## src/rtl/div_scheduler.sv

```systemverilog
// In-order queue of divide/remainder ops feeding a single multi-cycle divider, with
// CDB arbitration for the finished result and flush handling for in-flight work.
module div_scheduler #(
    parameter int unsigned DEPTH = 4
) (
    input  logic                     clk,
    input  logic                     reset,
    input  logic                     disp_valid,
    output logic                     disp_ready,
    input  logic [3:0]               disp_rob,
    input  logic [3:0]               disp_op,
    input  logic [31:0]              disp_a,
    input  logic [31:0]              disp_b,
    output logic                     div_valid_in,
    input  logic                     div_ready,
    output logic [3:0]               div_rob,
    output logic [3:0]               div_op,
    output logic [31:0]              div_dividend,
    output logic [31:0]              div_divisor,
    input  logic                     div_valid_out,
    input  logic [3:0]               div_rob_done,
    input  logic [31:0]              div_result,
    output logic                     div_yumi,
    output logic                     cdb_req,
    input  logic                     cdb_gnt,
    output logic [3:0]               cdb_rob,
    output logic [31:0]              cdb_result,
    input  logic                     flush,
    output logic [$clog2(DEPTH):0]   count
);

    localparam int unsigned PtrW = $clog2(DEPTH);
    localparam int unsigned CntW = PtrW + 1;
    localparam logic [CntW-1:0] DepthCnt = CntW'(DEPTH);

    typedef enum logic [1:0] {StIdle, StBusy, StDrain} state_e;

    state_e            state_q;
    logic [PtrW-1:0]   wr_ptr_q, rd_ptr_q;
    logic [CntW-1:0]   count_q, count_d;

    logic [3:0]        rob_mem [DEPTH];
    logic [3:0]        op_mem  [DEPTH];
    logic [31:0]       a_mem   [DEPTH];
    logic [31:0]       b_mem   [DEPTH];

    logic push, pop;

    // Ready depends only on registered occupancy, never on a same-cycle issue.
    assign disp_ready = (count_q < DepthCnt);
    assign push       = disp_valid & disp_ready & ~flush;
    assign pop        = (state_q == StIdle) & (count_q != '0) & div_ready & ~flush;

    assign div_valid_in = pop;
    assign div_rob      = rob_mem[rd_ptr_q];
    assign div_op       = op_mem[rd_ptr_q];
    assign div_dividend = a_mem[rd_ptr_q];
    assign div_divisor  = b_mem[rd_ptr_q];

    // A flush in BUSY kills the broadcast that same cycle; DRAIN silently discards.
    assign cdb_req    = (state_q == StBusy) & div_valid_out & ~flush;
    assign cdb_rob    = div_rob_done;
    assign cdb_result = div_result;

    always_comb begin
        div_yumi = 1'b0;
        unique case (state_q)
            StBusy:  div_yumi = cdb_req & cdb_gnt;
            StDrain: div_yumi = div_valid_out;
            default: div_yumi = 1'b0;
        endcase
    end

    always_comb begin
        count_d = count_q;
        if (push && !pop) begin
            count_d = count_q + 1'b1;
        end else if (!push && pop) begin
            count_d = count_q - 1'b1;
        end
    end

    assign count = count_q;

    always_ff @(posedge clk) begin
        if (push) begin
            rob_mem[wr_ptr_q] <= disp_rob;
            op_mem[wr_ptr_q]  <= disp_op;
            a_mem[wr_ptr_q]   <= disp_a;
            b_mem[wr_ptr_q]   <= disp_b;
        end
    end

    always_ff @(posedge clk or negedge reset) begin
        if (!reset) begin
            wr_ptr_q <= '0;
            rd_ptr_q <= '0;
            count_q  <= '0;
        end else if (flush) begin
            wr_ptr_q <= '0;
            rd_ptr_q <= '0;
            count_q  <= '0;
        end else begin
            if (push) wr_ptr_q <= wr_ptr_q + 1'b1;
            if (pop)  rd_ptr_q <= rd_ptr_q + 1'b1;
            count_q <= count_d;
        end
    end

    always_ff @(posedge clk or negedge reset) begin
        if (!reset) begin
            state_q <= StIdle;
        end else begin
            unique case (state_q)
                StIdle: begin
                    if (pop) state_q <= StBusy;
                end
                StBusy: begin
                    if (flush) begin
                        state_q <= StDrain;
                    end else if (div_yumi) begin
                        state_q <= StIdle;
                    end
                end
                StDrain: begin
                    if (div_yumi) state_q <= StIdle;
                end
                default: state_q <= StIdle;
            endcase
        end
    end

endmodule

```

## config.mk

```make
export PLATFORM = sky130hd
export DESIGN_NAME = div_scheduler
export DESIGN_NICKNAME = d
export VERILOG_FILES = /design/src/rtl/div_scheduler.sv
export SDC_FILE = /design/constraint.sdc
export NUM_CORES = 1
export LEC_CHECK = 0
export BUFFER_PORTS_ARGS = -buffer_cell sky130_fd_sc_hd__buf_4
export CORE_MARGIN = 5
export CORE_UTILIZATION = 59
export CTS_CLUSTER_DIAMETER = 100
export DETAILED_ROUTE_END_ITERATION = 10
export PLACE_DENSITY = 0.95
export SETUP_SLACK_MARGIN = 0.5
export SKIP_LAST_GASP = 1
export SYNTH_ARGS = -nofsm -noshare
export SYNTH_HDL_FRONTEND = slang
export SYNTH_SLANG_ARGS = --single-unit
```

## constraint.sdc

```tcl
create_clock -name clk -period 8.8 [get_ports clk]
set_clock_uncertainty 0.2 [all_clocks]
set_input_delay 1.76 -clock clk [delete_from_list [all_inputs] [get_ports clk]]
set_output_delay 1.76 -clock clk [all_outputs]
set_load 0.05 [all_outputs]
```

After elaboration in Yosys (flattened, before gate mapping)
Memories as Yosys holds them, arrays and structs flattened.
Index checks and enable logic that the tools add are counted.
{"block": "classes", "add_sub_neg": 4, "n_mul": 0, "div": 0, "n_lt_le_gt_ge": 1, "n_eq_ne": 3, "shift": 0, "mux": 14, "bitwise_logic": 9, "reduce_logical": 9}
{"cell": "two-way mux 2 bit", "n": 7}
{"cell": "two-way mux 3 bit", "n": 3}
{"cell": "bitwise AND 1 bit", "n": 8}
{"cell": "case mux 2 bit (3 select lines)", "n": 1}
{"cell": "nonzero test 3 bit", "n": 2}
{"cell": "adder 2 x 1 -> 2 bit (second input constant)", "n": 2}
{"cell": "nonzero test 2 bit", "n": 2}
{"cell": "adder 3 x 1 -> 3 bit (second input constant)", "n": 1}
{"cell": "< comparator 3 bit (second input constant)", "n": 1}
{"cell": "subtractor 3 x 1 -> 3 bit (second input constant)", "n": 1}
{"cell": "== test 2 x 1 -> 1 bit (second input constant)", "n": 1}
{"cell": "== test 2 bit (second input constant)", "n": 1}
{"cell": "logical AND 1 bit", "n": 2}
{"cell": "logical NOT 1 bit", "n": 2}
{"cell": "logical NOT 2 bit", "n": 1}
{"cell": "two-way mux 1 bit", "n": 2}
{"cell": "inequality test 2 bit (second input constant)", "n": 1}
{"cell": "case mux 1 bit (2 select lines)", "n": 1}
{"cell": "inverter 1 bit", "n": 1}
{"block": "totals", "ff_bits": 9, "latch_bits": 0, "ramBits": 288, "mem_bits_ro": 0, "in_bits": 115, "out_inout_bits": 115, "elab_cells": 48, "mem_count": 4}
{"memory": "a_mem", "words": 4, "width": 32, "rd": 1, "rd_ports_with_merged_regs": 0, "write_ports": 1, "line": "44", "text": "logic [31:0] a_mem [DEPTH];"}
{"memory": "b_mem", "words": 4, "width": 32, "rd": 1, "rd_ports_with_merged_regs": 0, "write_ports": 1, "line": "45", "text": "logic [31:0] b_mem [DEPTH];"}
{"memory": "op_mem", "words": 4, "width": 4, "rd": 1, "rd_ports_with_merged_regs": 0, "write_ports": 1, "line": "43", "text": "logic [3:0] op_mem [DEPTH];"}
{"memory": "rob_mem", "words": 4, "width": 4, "rd": 1, "rd_ports_with_merged_regs": 0, "write_ports": 1, "line": "42", "text": "logic [3:0] rob_mem [DEPTH];"}

Logic depth before layout (Yosys ltp)
{"block": "depth", "depth_word": 8, "mapped_depth": 9, "depth_no_buf": 8}

Worst setup path before layout
OpenSTA, ideal clock, no wires.
{"block": "synth_timing", "kind": "input port to output port", "startpoint": "input port flush", "endpoint": "output port div_valid_in", "arrival_time_ps": 3249, "setup_slack_ps": 3591, "stages": 3, "n_path_buf": 2, "cell_sequence": "clkbuf_1 clkbuf_1 nor3_1"}
{"block": "synth_between", "elab_chain_cells": 2}
{"item": "start: declaration", "line": "28", "text": "input logic flush,"}
{"item": "inverter 1 bit", "line": "52", "text": "assign pop = (state_q == StIdle) & (count_q != '0) & div_ready & ~flush;"}
{"item": "bitwise AND 1 bit", "line": "52"}
{"item": "end: declaration", "line": "14", "text": "output logic div_valid_in,"}
No other way between the ends.

Final worst setup path
{"block": "layout_timing", "startpoint": "register rd_ptr_q[0]", "endpoint": "output port div_dividend[6]"}
{"block": "layout_between", "elab_chain_cells": 1}
{"item": "start: declaration", "line": "39", "text": "logic [PtrW-1:0] wr_ptr_q, rd_ptr_q;"}
{"item": "start signal: assignment", "line": "105", "text": "if (pop) rd_ptr_q <= rd_ptr_q + 1'b1;"}
{"item": "memory (4 x 32 bit)"}
{"item": "end: declaration", "line": "18", "text": "output logic [31:0] div_dividend,"}
No other way between the ends.

==> out/metrics.csv <==
stage,metric,value,unit
outcome,status,finished clean,
cts,worst-skew pair later-pin latency,0.52,ns
logic_synthesis,Synth Area per Inst,23.0,sq um
cts,CTS tree,yes,
power,Power Density,299,mW/mm^2
cells_and_area,Area Growth Syn to Fin,17.5,%
logic_synthesis,"area leader, netlist",edfxtp_1,
logic_synthesis,Post-synth EDFFs,288,
worst_setup_path,R2R depth,3,
route,DR pass1 iterations,5,
route,DRT iter0 DRCs,356,
logic_synthesis,synth top area cells,"edfxtp_1 76%, mux4_2 14%, buf_4 2.4%",
floorplan,die width,149,um
cells_and_area,Post-Layout Cell Count,905,
sta,Setup Viol. Count Final,0,
placed_design,DP HPWL,13.1,mm
grt,"Remaining Overflow, GRT",0,
logic_synthesis,"Primary FF master, synth",edfxtp_1,
floorplan,die area,0.0222,sq mm
grt,vias in the first global route,5880,
logic_synthesis,Post-Synth Simple-Gate Area,0.0150,
logic_synthesis,post-synthesis mux area share,0.145,
grt,initial antenna violation count,0,
cts,Clock Root Buffer,clkbuf_16,
logic_synthesis,post-synthesis adder-cell area fraction,0.0106,
sta,Max transition margin,0.264,
grt,global-route usage over all layers,0.195,
worst_setup_path,Worst Setup End Kind,primary output,
placed_design,Final GP Congestion,0.730,
logic_synthesis,warnings from Yosys,0,
route,DR vias/cell,5.81,
power,Leak,0.00448,uW
cts,"Reg clk slew, reported paths",0.06,ns
worst_setup_path,critical path required time,6.84,ns
logic_synthesis,complex-gate fraction of the synthesized area,0.00946,
floorplan,row cnt,50,
worst_setup_path,worst reg2reg setup slack,6.08,ns
floorplan,initial core utilization,0.604,
route,WL/cell,23.6,um
cts,total CTS buffers,29,
worst_setup_path,Critical Path Sink,div_dividend[6],
worst_setup_path,crit path max fanout,42,
sta,RSZ-0062 raised after global routing,no,
placed_design,Post-Place Cells,855,
route,vias post-DR,5255,
logic_synthesis,Yosys reg bits,297,
grt,first-pass GRT wire length,33.1,mm
route,final WL,21.3,mm
sta,Final Cycle Share,0.573,
min_path,HP Class,reg2reg,
cells_and_area,diodes inserted,0,
logic_synthesis,post-synth top area share,0.760,
logic_synthesis,cell area after synthesis,0.0114,sq mm
worst_setup_path,Reg2Reg Capture Point,b_mem[2][5],
sta,Slew @ Worst Pin,1.10,ns
cells_and_area,final core utilization,0.710,
cts,post_cts resized,0,
logic_synthesis,cell count after synthesis,494,
logic_synthesis,Syn Nets,618,
worst_setup_path,CP Launch Type,register,
floorplan,core box area,0.0188,sq mm
sta,final hold violation count,0,
placed_design,Port-buffer cells,157,
power,total power,3990,uW
cts,# H-tree levels,1,
worst_setup_path,crit path DAT,3.08,ns
sta,fin crit period,5.04,ns
route,Routed Antenna Nets,0,
worst_setup_path,crit path kind,reg2out,
logic_synthesis,most common cell in the netlist,edfxtp_1,
route,Post-route DRC,0,
logic_synthesis,largest family of logic cells by synthesized area,multiplexers,
worst_setup_path,Reg-to-Reg Start,count[2],
floorplan,DIE HEIGHT,149,um
sta,setup tns final,0,ns
logic_synthesis,post-synth cell types,34,
cells_and_area,layout filler cell count,1076,
floorplan,# IOs,230,
logic_synthesis,sequential share of the synthesized area,0.780,
job,Max Cap Violations,0,
cts,# hold bufs at CTS,0,
logic_synthesis,XOR/XNOR share of the synthesized area,0.00352,
cts,setup bufs post-CTS,0,
cts,deepest clock path buffer count,3,
cells_and_area,layout cells sized above 1,0.426,
cells_and_area,Final Cell Area,0.0134,sq mm
logic_synthesis,Post-synth top cells,"288 x edfxtp_1, 72 x mux4_2, 36 x buf_4",
logic_synthesis,share of flip-flops with an asynchronous set or reset,0.0303,
worst_setup_path,crit path from,rd_ptr_q[0],
cells_and_area,Layout Nets,750,
grt,largest net degree at the start of global routing,75,
power,Max VDD drop,0.225,mV
placed_design,Post-DP Area,0.0125,sq mm
sta,max-slew violations,0,
cts,clock sink count,297,
sta,Fmax,198,MHz
[worst min path at each step]
stage | from | endpoint | slack [ns] | cells after the start
5_1_grt | state_q[0] | state_q[0] | 0.48 | 2
4_1_cts | state_q[0] | state_q[0] | 0.47 | 2
3_3_place_gp | wr_ptr_q[1] | wr_ptr_q[1] | 0.36 | 2
2_1_floorplan | wr_ptr_q[1] | wr_ptr_q[1] | 0.34 | 2
6_report | state_q[0] | state_q[0] | 0.46 | 2
3_5_place_dp | state_q[0] | state_q[0] | 0.45 | 2
[where the power goes]
group | total, uW | switching [uW] | leakage (uW) | internal, uW
combinational | 1140 | 723 | 0.00135 | 415
sequential | 1750 | 83.1 | 0.00273 | 1670
clock | 1100 | 467 | 0.000409 | 633
[per-stage QoR]
step / setup WS (ns) / hold WS, ns
6_report: 3.76 / 0.465
5_1_grt: 3.50 / 0.484
4_1_cts: 3.65 / 0.467
3_5_place_dp: 4.21 / 0.451
3_3_place_gp: 4.24 / 0.365
2_1_floorplan: 3.59 / 0.342
[cell type report]
cell class	instances	area [sq um]	share of cell area
clock inverters	10	73.8	0.00552
inverters	9	33.8	0.00253
well taps	260	325	0.0243
multi-input cells	131	2100	0.157
flip-flops and latches	297	8880	0.664
repair buffers	158	1190	0.0887
clock buffers	40	767	0.0574
[layer usage]
metal,share of wire,vias to the layer above,global-route usage
met1,0.35,2683,0.235
met2,0.53,234,0.341
li1,-,2269,-
met4,0.038,0,0.0691
met5,0,-,0
met3,0.089,69,0.0520
[state kept, by name, summed over array words and instances, names as in the netlist]
signal	cells
op_mem	16
state_q	2
rob_mem	16
count	3
a_mem	128
rd_ptr_q	2
wr_ptr_q	2
b_mem	128
[critical path, cell delays in order, from the launching register on]
cell and delay, ns:
dfrtp_4 0.85, buf_4 0.76, mux4_2 0.62, buf_4 0.21
[cells in the final DEF, fill, tap and decap left out, drive strengths merged, types with 3 or more instances in the layout]
master,synthesis,final
edfxtp,288,288
buf,49,158
mux4,72,72
clkbuf,8,40
inv,9,9
nor2,9,9
dfrtp,9,9
ha,8,8
clkinv,0,8
o211ai,5,5
and2,5,5
nor3,3,3
mux2i,3,3
[kinds of logic (layout without fill, tap and decap cells)]
logic type / Yosys count / in the layout
buffers and inverters: 66 / 217
adders and majority gates: 9 / 9
muxes: 75 / 75
DFF: 297 / 297
AOI/OAI and AO/OA: 14 / 14
xor gates and xnor gates: 3 / 3
and+or+nand+nor: 30 / 30
Power figures use the tool's default switching activity.
